--- config.mk ---
export PLATFORM = sky130hd
export DESIGN_NAME = mult_div_seq
export DESIGN_NICKNAME = d
export VERILOG_FILES = /design/src/rtl/mult_div_seq.sv
export SDC_FILE = /design/constraint.sdc
export NUM_CORES = 1
export LEC_CHECK = 0
export BUFFER_PORTS_ARGS = -buffer_cell sky130_fd_sc_hd__clkbuf_2
export CORE_AREA = 5 5 200 202
export CTS_BUF_LIST = sky130_fd_sc_hd__clkbuf_4
export DETAILED_ROUTE_END_ITERATION = 6
export DIE_AREA = 0 0 205 207
export GPL_TIMING_DRIVEN = 1
export PLACE_DENSITY = 0.6
export SYNTH_ARGS = -nofsm -noshare
export SYNTH_HDL_FRONTEND = slang
export SYNTH_SLANG_ARGS = --single-unit
--- constraint.sdc ---
create_clock -name clock -period 5.1 [get_ports clock]
set_input_delay 0.255 -clock clock [delete_from_list [all_inputs] [get_ports clock]]
set_output_delay 0.255 -clock clock [all_outputs]
set_load 0.01 [all_outputs]
--- src/rtl/mult_div_seq.sv ---
// mult_div_seq
// Multicycle sequencer for the signed MULT/DIV resource feeding HI/LO.
// A start pulse in IDLE captures operand magnitudes and signs. RUN performs
// WIDTH iterations of shift-add multiply or restoring divide, one per cycle.
// FIX applies sign correction and writes hi_out/lo_out. DONE emits a
// one-cycle done pulse. A DIV with b_in == 0 goes straight from IDLE to DONE,
// raises div_zero together with done, and leaves HI/LO untouched.
//
// Optional build macro: MD_ZERO_SKIP_EN
//   When defined, a non-div-zero start with a_in == 0 or b_in == 0 skips RUN
//   (IDLE -> FIX) and produces hi_out = lo_out = 0 with done in cycle N+2.
//
// Ports:
//   clock     in   rising-edge clock
//   reset     in   asynchronous active-high reset (aborts any operation)
//   start     in   request pulse, sampled only in IDLE
//   op        in   0 = MULT, 1 = DIV
//   a_in      in   multiplicand / dividend (two's complement)
//   b_in      in   multiplier / divisor (two's complement)
//   busy      out  high while an operation is in flight
//   done      out  one-cycle completion pulse
//   div_zero  out  one-cycle pulse with done for DIV by zero
//   hi_out    out  HI result (product upper half / remainder)
//   lo_out    out  LO result (product lower half / quotient)
module mult_div_seq #(
  parameter int WIDTH = 32
) (
  input  logic             clock,
  input  logic             reset,
  input  logic             start,
  input  logic             op,
  input  logic [WIDTH-1:0] a_in,
  input  logic [WIDTH-1:0] b_in,
  output logic             busy,
  output logic             done,
  output logic             div_zero,
  output logic [WIDTH-1:0] hi_out,
  output logic [WIDTH-1:0] lo_out
);

  localparam logic [1:0] S_IDLE = 2'd0;
  localparam logic [1:0] S_RUN  = 2'd1;
  localparam logic [1:0] S_FIX  = 2'd2;
  localparam logic [1:0] S_DONE = 2'd3;

  localparam int               CNT_W     = $clog2(WIDTH + 1);
  localparam logic [CNT_W-1:0] LAST_ITER = CNT_W'(WIDTH - 1);

  // Magnitude of a two's complement value. The most negative value maps to
  // the unsigned 2^(WIDTH-1), which the datapath handles as an ordinary
  // unsigned magnitude.
  function automatic logic [WIDTH-1:0] mag(input logic signed [WIDTH-1:0] v);
    return (v < 0) ? WIDTH'(-v) : WIDTH'(v);
  endfunction

  function automatic logic [WIDTH-1:0] neg_w(input logic [WIDTH-1:0] v,
                                             input logic n);
    return n ? (~v + WIDTH'(1)) : v;
  endfunction

  function automatic logic [2*WIDTH-1:0] neg_dw(input logic [2*WIDTH-1:0] v,
                                                input logic n);
    return n ? (~v + (2*WIDTH)'(1)) : v;
  endfunction

  logic [1:0]         state_q, state_d;
  logic               busy_q, busy_d;
  logic               done_q, done_d;
  logic               dz_q, dz_d;
  logic [WIDTH-1:0]   hi_q, hi_d;
  logic [WIDTH-1:0]   lo_q, lo_d;
  logic [CNT_W-1:0]   cnt_q, cnt_d;
  // MULT: 2*WIDTH product/multiplier register.
  // DIV:  {remainder, quotient} register, dividend initially in the low half.
  logic [2*WIDTH-1:0] acc_q, acc_d;
  // MULT: multiplicand magnitude. DIV: divisor magnitude.
  logic [WIDTH-1:0]   opnd_q, opnd_d;
  logic               op_q, op_d;
  logic               sa_q, sa_d;
  logic               sb_q, sb_d;

  // Single iteration datapath
  logic [WIDTH:0]     mul_sum;
  logic [WIDTH:0]     rem_sh;
  logic [WIDTH-1:0]   div_diff;
  logic               div_fits;
  logic [2*WIDTH-1:0] prod_fix;
  logic [WIDTH-1:0]   quo_fix;
  logic [WIDTH-1:0]   rem_fix;

  // Carry out of the upper-half add is kept and shifted back in.
  assign mul_sum  = {1'b0, acc_q[2*WIDTH-1:WIDTH]} + {1'b0, opnd_q};
  assign rem_sh   = {acc_q[2*WIDTH-1:WIDTH], acc_q[WIDTH-1]};
  assign div_fits = (rem_sh >= {1'b0, opnd_q});
  // Only used when the trial subtract does not borrow, so the low bits suffice.
  assign div_diff = rem_sh[WIDTH-1:0] - opnd_q;

  assign prod_fix = neg_dw(acc_q, sa_q ^ sb_q);
  assign quo_fix  = neg_w(acc_q[WIDTH-1:0], sa_q ^ sb_q);
  assign rem_fix  = neg_w(acc_q[2*WIDTH-1:WIDTH], sa_q);

  always_comb begin
    state_d = state_q;
    busy_d  = busy_q;
    done_d  = 1'b0;
    dz_d    = 1'b0;
    hi_d    = hi_q;
    lo_d    = lo_q;
    cnt_d   = cnt_q;
    acc_d   = acc_q;
    opnd_d  = opnd_q;
    op_d    = op_q;
    sa_d    = sa_q;
    sb_d    = sb_q;

    case (state_q)
      S_IDLE: begin
        if (start) begin
          if (op && (b_in == '0)) begin
            state_d = S_DONE;
            done_d  = 1'b1;
            dz_d    = 1'b1;
          end else begin
            op_d   = op;
            sa_d   = a_in[WIDTH-1];
            sb_d   = b_in[WIDTH-1];
            cnt_d  = '0;
            busy_d = 1'b1;
            opnd_d = op ? mag(b_in) : mag(a_in);
            acc_d  = {{WIDTH{1'b0}}, (op ? mag(a_in) : mag(b_in))};
`ifdef MD_ZERO_SKIP_EN
            if ((a_in == '0) || (b_in == '0)) begin
              acc_d   = '0;
              state_d = S_FIX;
            end else begin
              state_d = S_RUN;
            end
`else
            state_d = S_RUN;
`endif
          end
        end
      end

      S_RUN: begin
        if (op_q) begin
          if (div_fits) begin
            acc_d = {div_diff, acc_q[WIDTH-2:0], 1'b1};
          end else begin
            acc_d = {rem_sh[WIDTH-1:0], acc_q[WIDTH-2:0], 1'b0};
          end
        end else begin
          if (acc_q[0]) begin
            acc_d = {mul_sum, acc_q[WIDTH-1:1]};
          end else begin
            acc_d = {1'b0, acc_q[2*WIDTH-1:1]};
          end
        end
        cnt_d = cnt_q + CNT_W'(1);
        if (cnt_q == LAST_ITER) begin
          state_d = S_FIX;
        end
      end

      S_FIX: begin
        if (op_q) begin
          hi_d = rem_fix;
          lo_d = quo_fix;
        end else begin
          hi_d = prod_fix[2*WIDTH-1:WIDTH];
          lo_d = prod_fix[WIDTH-1:0];
        end
        busy_d  = 1'b0;
        done_d  = 1'b1;
        state_d = S_DONE;
      end

      S_DONE: begin
        state_d = S_IDLE;
      end

      default: begin
        state_d = S_IDLE;
        busy_d  = 1'b0;
      end
    endcase
  end

  always_ff @(posedge clock or posedge reset) begin
    if (reset) begin
      state_q <= S_IDLE;
      busy_q  <= 1'b0;
      done_q  <= 1'b0;
      dz_q    <= 1'b0;
      hi_q    <= '0;
      lo_q    <= '0;
      cnt_q   <= '0;
      acc_q   <= '0;
      opnd_q  <= '0;
      op_q    <= 1'b0;
      sa_q    <= 1'b0;
      sb_q    <= 1'b0;
    end else begin
      state_q <= state_d;
      busy_q  <= busy_d;
      done_q  <= done_d;
      dz_q    <= dz_d;
      hi_q    <= hi_d;
      lo_q    <= lo_d;
      cnt_q   <= cnt_d;
      acc_q   <= acc_d;
      opnd_q  <= opnd_d;
      op_q    <= op_d;
      sa_q    <= sa_d;
      sb_q    <= sb_d;
    end
  end

  assign busy     = busy_q;
  assign done     = done_q;
  assign div_zero = dz_q;
  assign hi_out   = hi_q;
  assign lo_out   = lo_q;

endmodule

# ---- After elaboration in Yosys (flattened, before gate mapping)
# Cells that the tools add are included.
dict set report totals {
  ff_bits 174
  latchBits 0
  mem_bits_rw 0
  rom_bits 0
  wordCells 73
  mem_count 0
}
dict set report classes {
  addsub 8
  n_mul 0
  div_mod_pow 0
  n_lt_le_gt_ge 3
  eq_ne 7
  shift 0
  mux 29
  n_bitwise 5
  n_reduce_logical 9
}
# op n
set op_table {}
lappend op_table {{$mux W64} 6}
lappend op_table {{$mux W32} 8}
lappend op_table {{$pmux W64 S2} 1}
lappend op_table {{$add A32 B1 Y32 const B} 2}
lappend op_table {{$add A64 B1 Y64 const B} 1}
lappend op_table {{$lt A32 B1 Y1 const B} 2}
lappend op_table {{$neg A32 Y32} 2}
lappend op_table {{$not A32 Y32} 2}
lappend op_table {{$not A64 Y64} 1}
lappend op_table {{$add A32 B32 Y33} 1}
lappend op_table {{$ge A33 B32 Y1} 1}
lappend op_table {{$logic_not A32 Y1} 1}
lappend op_table {{$sub A32 B32 Y32} 1}
lappend op_table {{$mux W6} 2}
lappend op_table {{$pmux W6 S2} 1}
lappend op_table {{$reduce_and A3 Y1} 3}
lappend op_table {{$pmux W2 S4} 1}
lappend op_table {{$add A6 B1 Y6 const B} 1}
lappend op_table {{$eq A6 B5 Y1 const B} 1}
lappend op_table {{$mux W2} 3}
lappend op_table {{$ne A2 B2 Y1 const B} 3}
lappend op_table {{$mux W1} 5}
lappend op_table {{$eq A2 B2 Y1 const B} 2}
lappend op_table {{$pmux W1 S2} 2}
lappend op_table {{other kinds (7)} 8}

# ---- Depth between registers and ports, before layout
dict set report depth {
  word_depth 6
  depth_mapped 14
  mapped_depth_nobuf 13
}

# ---- Worst setup path before layout
# OpenSTA, ideal clock, no wires.
dict set report synth_timing {
  path_kind {register to register}
  start {register acc_q[34]}
  end {register acc_q[48]}
  setup_ns 0.122
  t_arrival_ns 3.045
  required_time_ns 4.978
  setup_slack_ns 1.934
  stages_incl_launch_ff 13
  path_buffers 2
  synth_period_minus_slack_ns 3.166
  path_cell_list {dfrtp_1 -> ha_1 -> o211ai_1 -> a21oi_1 -> o21ai_0 -> a21oi_1 -> a21oi_1 -> o21ai_0 -> clkbuf_1 -> buf_1 -> mux2i_1 -> nand2_1 -> a32o_1}
}
dict set report synth_between {
  elab_chain_cells 4
  word_cells_on_any_way 7
}
# element line_no
set synth_rtl {}
lappend synth_rtl {{start, declared} 75} ;# logic [2*WIDTH-1:0] acc_q, acc_d;
lappend synth_rtl {{start signal, assigned} 198} ;# acc_q <= '0;
lappend synth_rtl {{start signal, assigned} 211} ;# acc_q <= acc_d;
lappend synth_rtl {{$add A32 B32 Y33 (tied with other cells)} 92} ;# assign mul_sum = {1'b0, acc_q[2*WIDTH-1:WIDTH]} + {1'b0, opnd_q};
lappend synth_rtl {{$mux W64, on equally long branches} {153, 147}}
lappend synth_rtl {{$mux W64 (*)} 146} ;# if (op_q) begin
lappend synth_rtl {{$pmux W64 S2 (*)} 116} ;# case (state_q)
# Mark *: on every way between the ends. The rest lies on a longest branch, timed or not.
# A chain may end at the register's enable or synchronous reset.

# ---- Worst setup path after layout
dict set report layout_timing {
  start {register acc_q[34]}
  end {register acc_q[0]}
}
dict set report layout_between {
  elab_chain_cells 4
}
# element line_no
set layout_rtl {}
lappend layout_rtl {{$ge A33 B32 Y1} 94} ;# assign div_fits = (rem_sh >= {1'b0, opnd_q});
lappend layout_rtl {{$mux W64} 147} ;# if (div_fits) begin
lappend layout_rtl {{$mux W64} 146}
lappend layout_rtl {{$pmux W64 S2} 116}
# No other way between the ends.

==> metrics.md <==
| Metric | Value |
|---|---|
| YS warnings | 0 |
| Max-cap check violation count | 0 |
| Via density | 5.899 |
| Number of setup violations in the final report | 0 |
| Post-synthesis cell type count | 80 |
| Critical path's most frequent cell | a21oi_1 |
| Yosys reg bits | 174 |
| Status | finished clean |
| Min-Delay Path Class | input pin to flop |
| Internal Power | 5685 uW |
| Switching power | 6828 uW |
| Placer Congestion | 0.9707 |
| Wire length on met3 | 4329 um |
| RSZ-0062 raised after global routing | no |
| Total Power | 12510 uW |
| Commonest cells post-synth | a21oi_1 (219), nor2_1 (187), nand2_1 (176) |
| Largest cells by area after synthesis | dfrtp_1 (29%), a21oi_1 (7.3%), ha_1 (6.0%) |
| Cell Chain, Critical Path | ha_1 -> o211ai_1 -> a21oi_1 -> o21ai_0 -> a21oi_1 -> a21oi_1 -> o21ai_4 -> nand2_1 -> a311oi_1 -> a21o_1 |
| Final hold violation count | 0 |
| FFs w/ async S/R, synth | 100.0% |
| Setup TNS Final | 0 ns |
| Max incr delay on CP | 0.72 ns |
| Post-DP HPWL | 41640 um |
| Placed Cells | 2449 |
| TritonCTS Buffers | 17 |
| Vias in the first global route | 13.37k |
| Cell with the most instances after synthesis | a21oi_1 |
| Max Clk Rate | 260.7 MHz |
| I/O pin total | 135 |
| First-pass GRT wire length | 81050 um |
| Sequential share of power | 23.7% |
| Startpoint types | flop |
| Worst EP arrival | 4.38 ns |
| Post-Syn Area | 14980 sq um |
| DIE AREA | 42440 sq um |
| Mapped Cells | 1893 |
| Clk Latency, worst-skew pair | 0.61 ns |
| Finished Layout Cells | 2485 |
| Largest net degree at the start of global routing | 119 |
| Setup Buffers After CTS | 0 |
| Share of power burned in combinational logic | 70.0% |
| Slew Viols, Final | 0 |
| Core area | 38110 sq um |
| Final Critical Period | 3.835 ns |
| Nets | 2095 |
| CTS clk-pin slew, worst paths | 0.18 ns |
| Die Span X | 205 um |
| Clock Skew | 0.03119 ns |
| Syn_nets | 2035 |
| Sink Count | 174 |
| Synth area leader | dfrtp_1 |
| Syn_area_per_cell | 7.914 sq um |
| DRC | 0 |
| Total Routing Usage GR | 24.19% |
| Power Dens Cells | 765.8 nW/um^2 |
| H-tree depth | 4 |
| Post-synth EDFFs | 0 |
| Drt first pass iters | 6 |
| Clock Path Buffers | 2 |
| Finished Cell Area | 16340 sq um |
| Tcrit/Tclk final | 75.20% |
| WL/cell | 21.23 um |
| Clk pwr share | 6.3% |
| Hold_buf cts | 3 |
| Port bufs | 134 |
| Row Count | 72 |
| GRT Residual Overflow | 0 |
| Starting density of the core | 39.31% |
| Share of cells above drive strength 1 | 12.41% |
| Sequential-to-total area share from yosys stat | 29.07% |
| Crit path required time | 5.64 ns |
| TritonCTS clock tree | done |
| Switching Fraction | 54.57% |
| Total number of vias | 14.66k |
| DR top layer | met5 |
| Area growth, synth to finish | 9.062% |
| CP max FO | 13 |
| VDD IR max | 0.2603 mV |
| Synth Flop Type | dfrtp_1 |
| Top-area cell type share of the netlist area | 29.07% |
| Final wirelength | 52750 um |
| Placed Area | 16050 sq um |
| Leak pwr | 0.006980 uW |
| Slew margin rel. | 18.23% |
| Metal2 WL | 22490 um |
| Crit Path Category | flop to flop |
| Clock root cell | clkbuf_4 |
| Fin util | 42.88% |
| CP max stage cell | a311oi_1 |
| Final ANT Viol Nets | 0 |
| First DRT Iteration DRCs | 1551 |
| M1 WL | 24490 um |
| Number of antenna violations at the first check in global routing | 3 |
| Worst-Margin Slew | 1.222 ns |
| Die height | 207 um |
| Post-cts resize count | 0 |
| CP endpoint kind | flop |
[registers in the layout, summed over array words and instances (netlist names)]
name / count
cnt_q: 6
done: 1
sa_q: 1
op_q: 1
hi_out: 32
opnd_q: 32
busy: 1
state_q: 2
acc_q: 64
div_zero: 1
sb_q: 1
lo_out: 32
[worst paths after layout]
path	from	slack (ns)	end	depth (start not counted)
setup / recovery	acc_q[34]$_DFFE_PP0P_	1.26	acc_q[0]$_DFFE_PP0P_	10
hold / removal	a_in[29]	0.08	opnd_q[29]$_DFFE_PP0P_	4
setup reg to reg	acc_q[34]$_DFFE_PP0P_	1.26	acc_q[0]$_DFFE_PP0P_	10
hold reg to reg	hi_out[13]$_DFFE_PP0P_	0.53	hi_out[13]$_DFFE_PP0P_	1
max in group asynchronous	reset	3.61	op_q$_DFFE_PP0P_	4
min in group asynchronous	reset	0.20	lo_out[9]$_DFFE_PP0P_	3
[final cells by class]
| cell class | count | area [sq um] |
|---|---|---|
| clock inverter | 14 | 125.1 |
| fill | 3882 | 21770 |
| tap | 518 | 648.1 |
| sequential | 174 | 4359 |
| antenna | 1 | 2.502 |
| multi-input combinational | 1528 | 9907 |
| timing repair buffer | 160 | 885.9 |
| inverter | 72 | 275.3 |
| clock buffer | 18 | 135.1 |
[metal layers]
layer,track usage [%],up-vias
li1,-,6983
met1,36.50,7055
met2,35.22,553
met3,4.739,63
met4,6.491,4
met5,0,-
[logic make-up (layout without fill, tap and decap cells)]
logic type      Yosys count  count (layout)  share of synthesized area (%)
flops                   174             174                          29.07
fa+ha+maj                74              74                          6.281
other cells               0               1                              0
simple gates            591             591                          18.73
buf+inv                 191             264                          4.986
compound gates          609             609                          25.16
mux                      81              81                          5.671
xor+xnor                173             173                          10.11
[power by group through the flow]
stage | Combinational, uW | Sequential [uW] | Clock (uW)
finish | 8750 | 2970 | 793
global route | 9630 | 3060 | 863
CTS | 8670 | 2950 | 812
detailed placement | 8610 | 2990 | 0
global placement | 8590 | 2970 | 0
floorplan | 6320 | 2640 | 0
[stage by stage]
stage | hold WS [ns] | worst slack [ns]
CTS | 0.04820 | 1.222
global placement | 0.3281 | 1.269
global route | 0.07880 | 1.023
detailed placement | 0.3259 | 1.224
floorplan | 0.3902 | 0.1282
finish | 0.08068 | 1.265
[placed cells by master (no fill, tap or decap), types with 11 or more instances in the layout]
cell type,instances
inv_1,70
a21o_1,23
nor2b_1,18
nor2_1,187
o211ai_1,23
nand2_1,176
nor4_1,12
mux2_2,31
a31oi_1,15
or4_1,24
xnor2_1,92
nor3_1,38
dfrtp_1,172
clkbuf_4,18
mux2i_1,50
nand2b_1,16
ha_1,71
a22o_1,15
a221o_1,11
o31ai_1,31
o41ai_1,11
o21ai_0,146
buf_4,22
a21oi_1,219
nand3_1,24
a211oi_1,39
nand4_1,19
or3_1,25
xor2_1,81
clkbuf_2,133
[worst max-delay path: cells and delay by family (launching register included)]
family	cells	cell delay (ns)
adder cells (fa/ha/maj)	1	0.46
AO/OA/AOI/OAI	8	2.52
flip-flops	1	0.53
AND/OR/NAND/NOR	1	0.26
(Power assumes the default switching activity.)
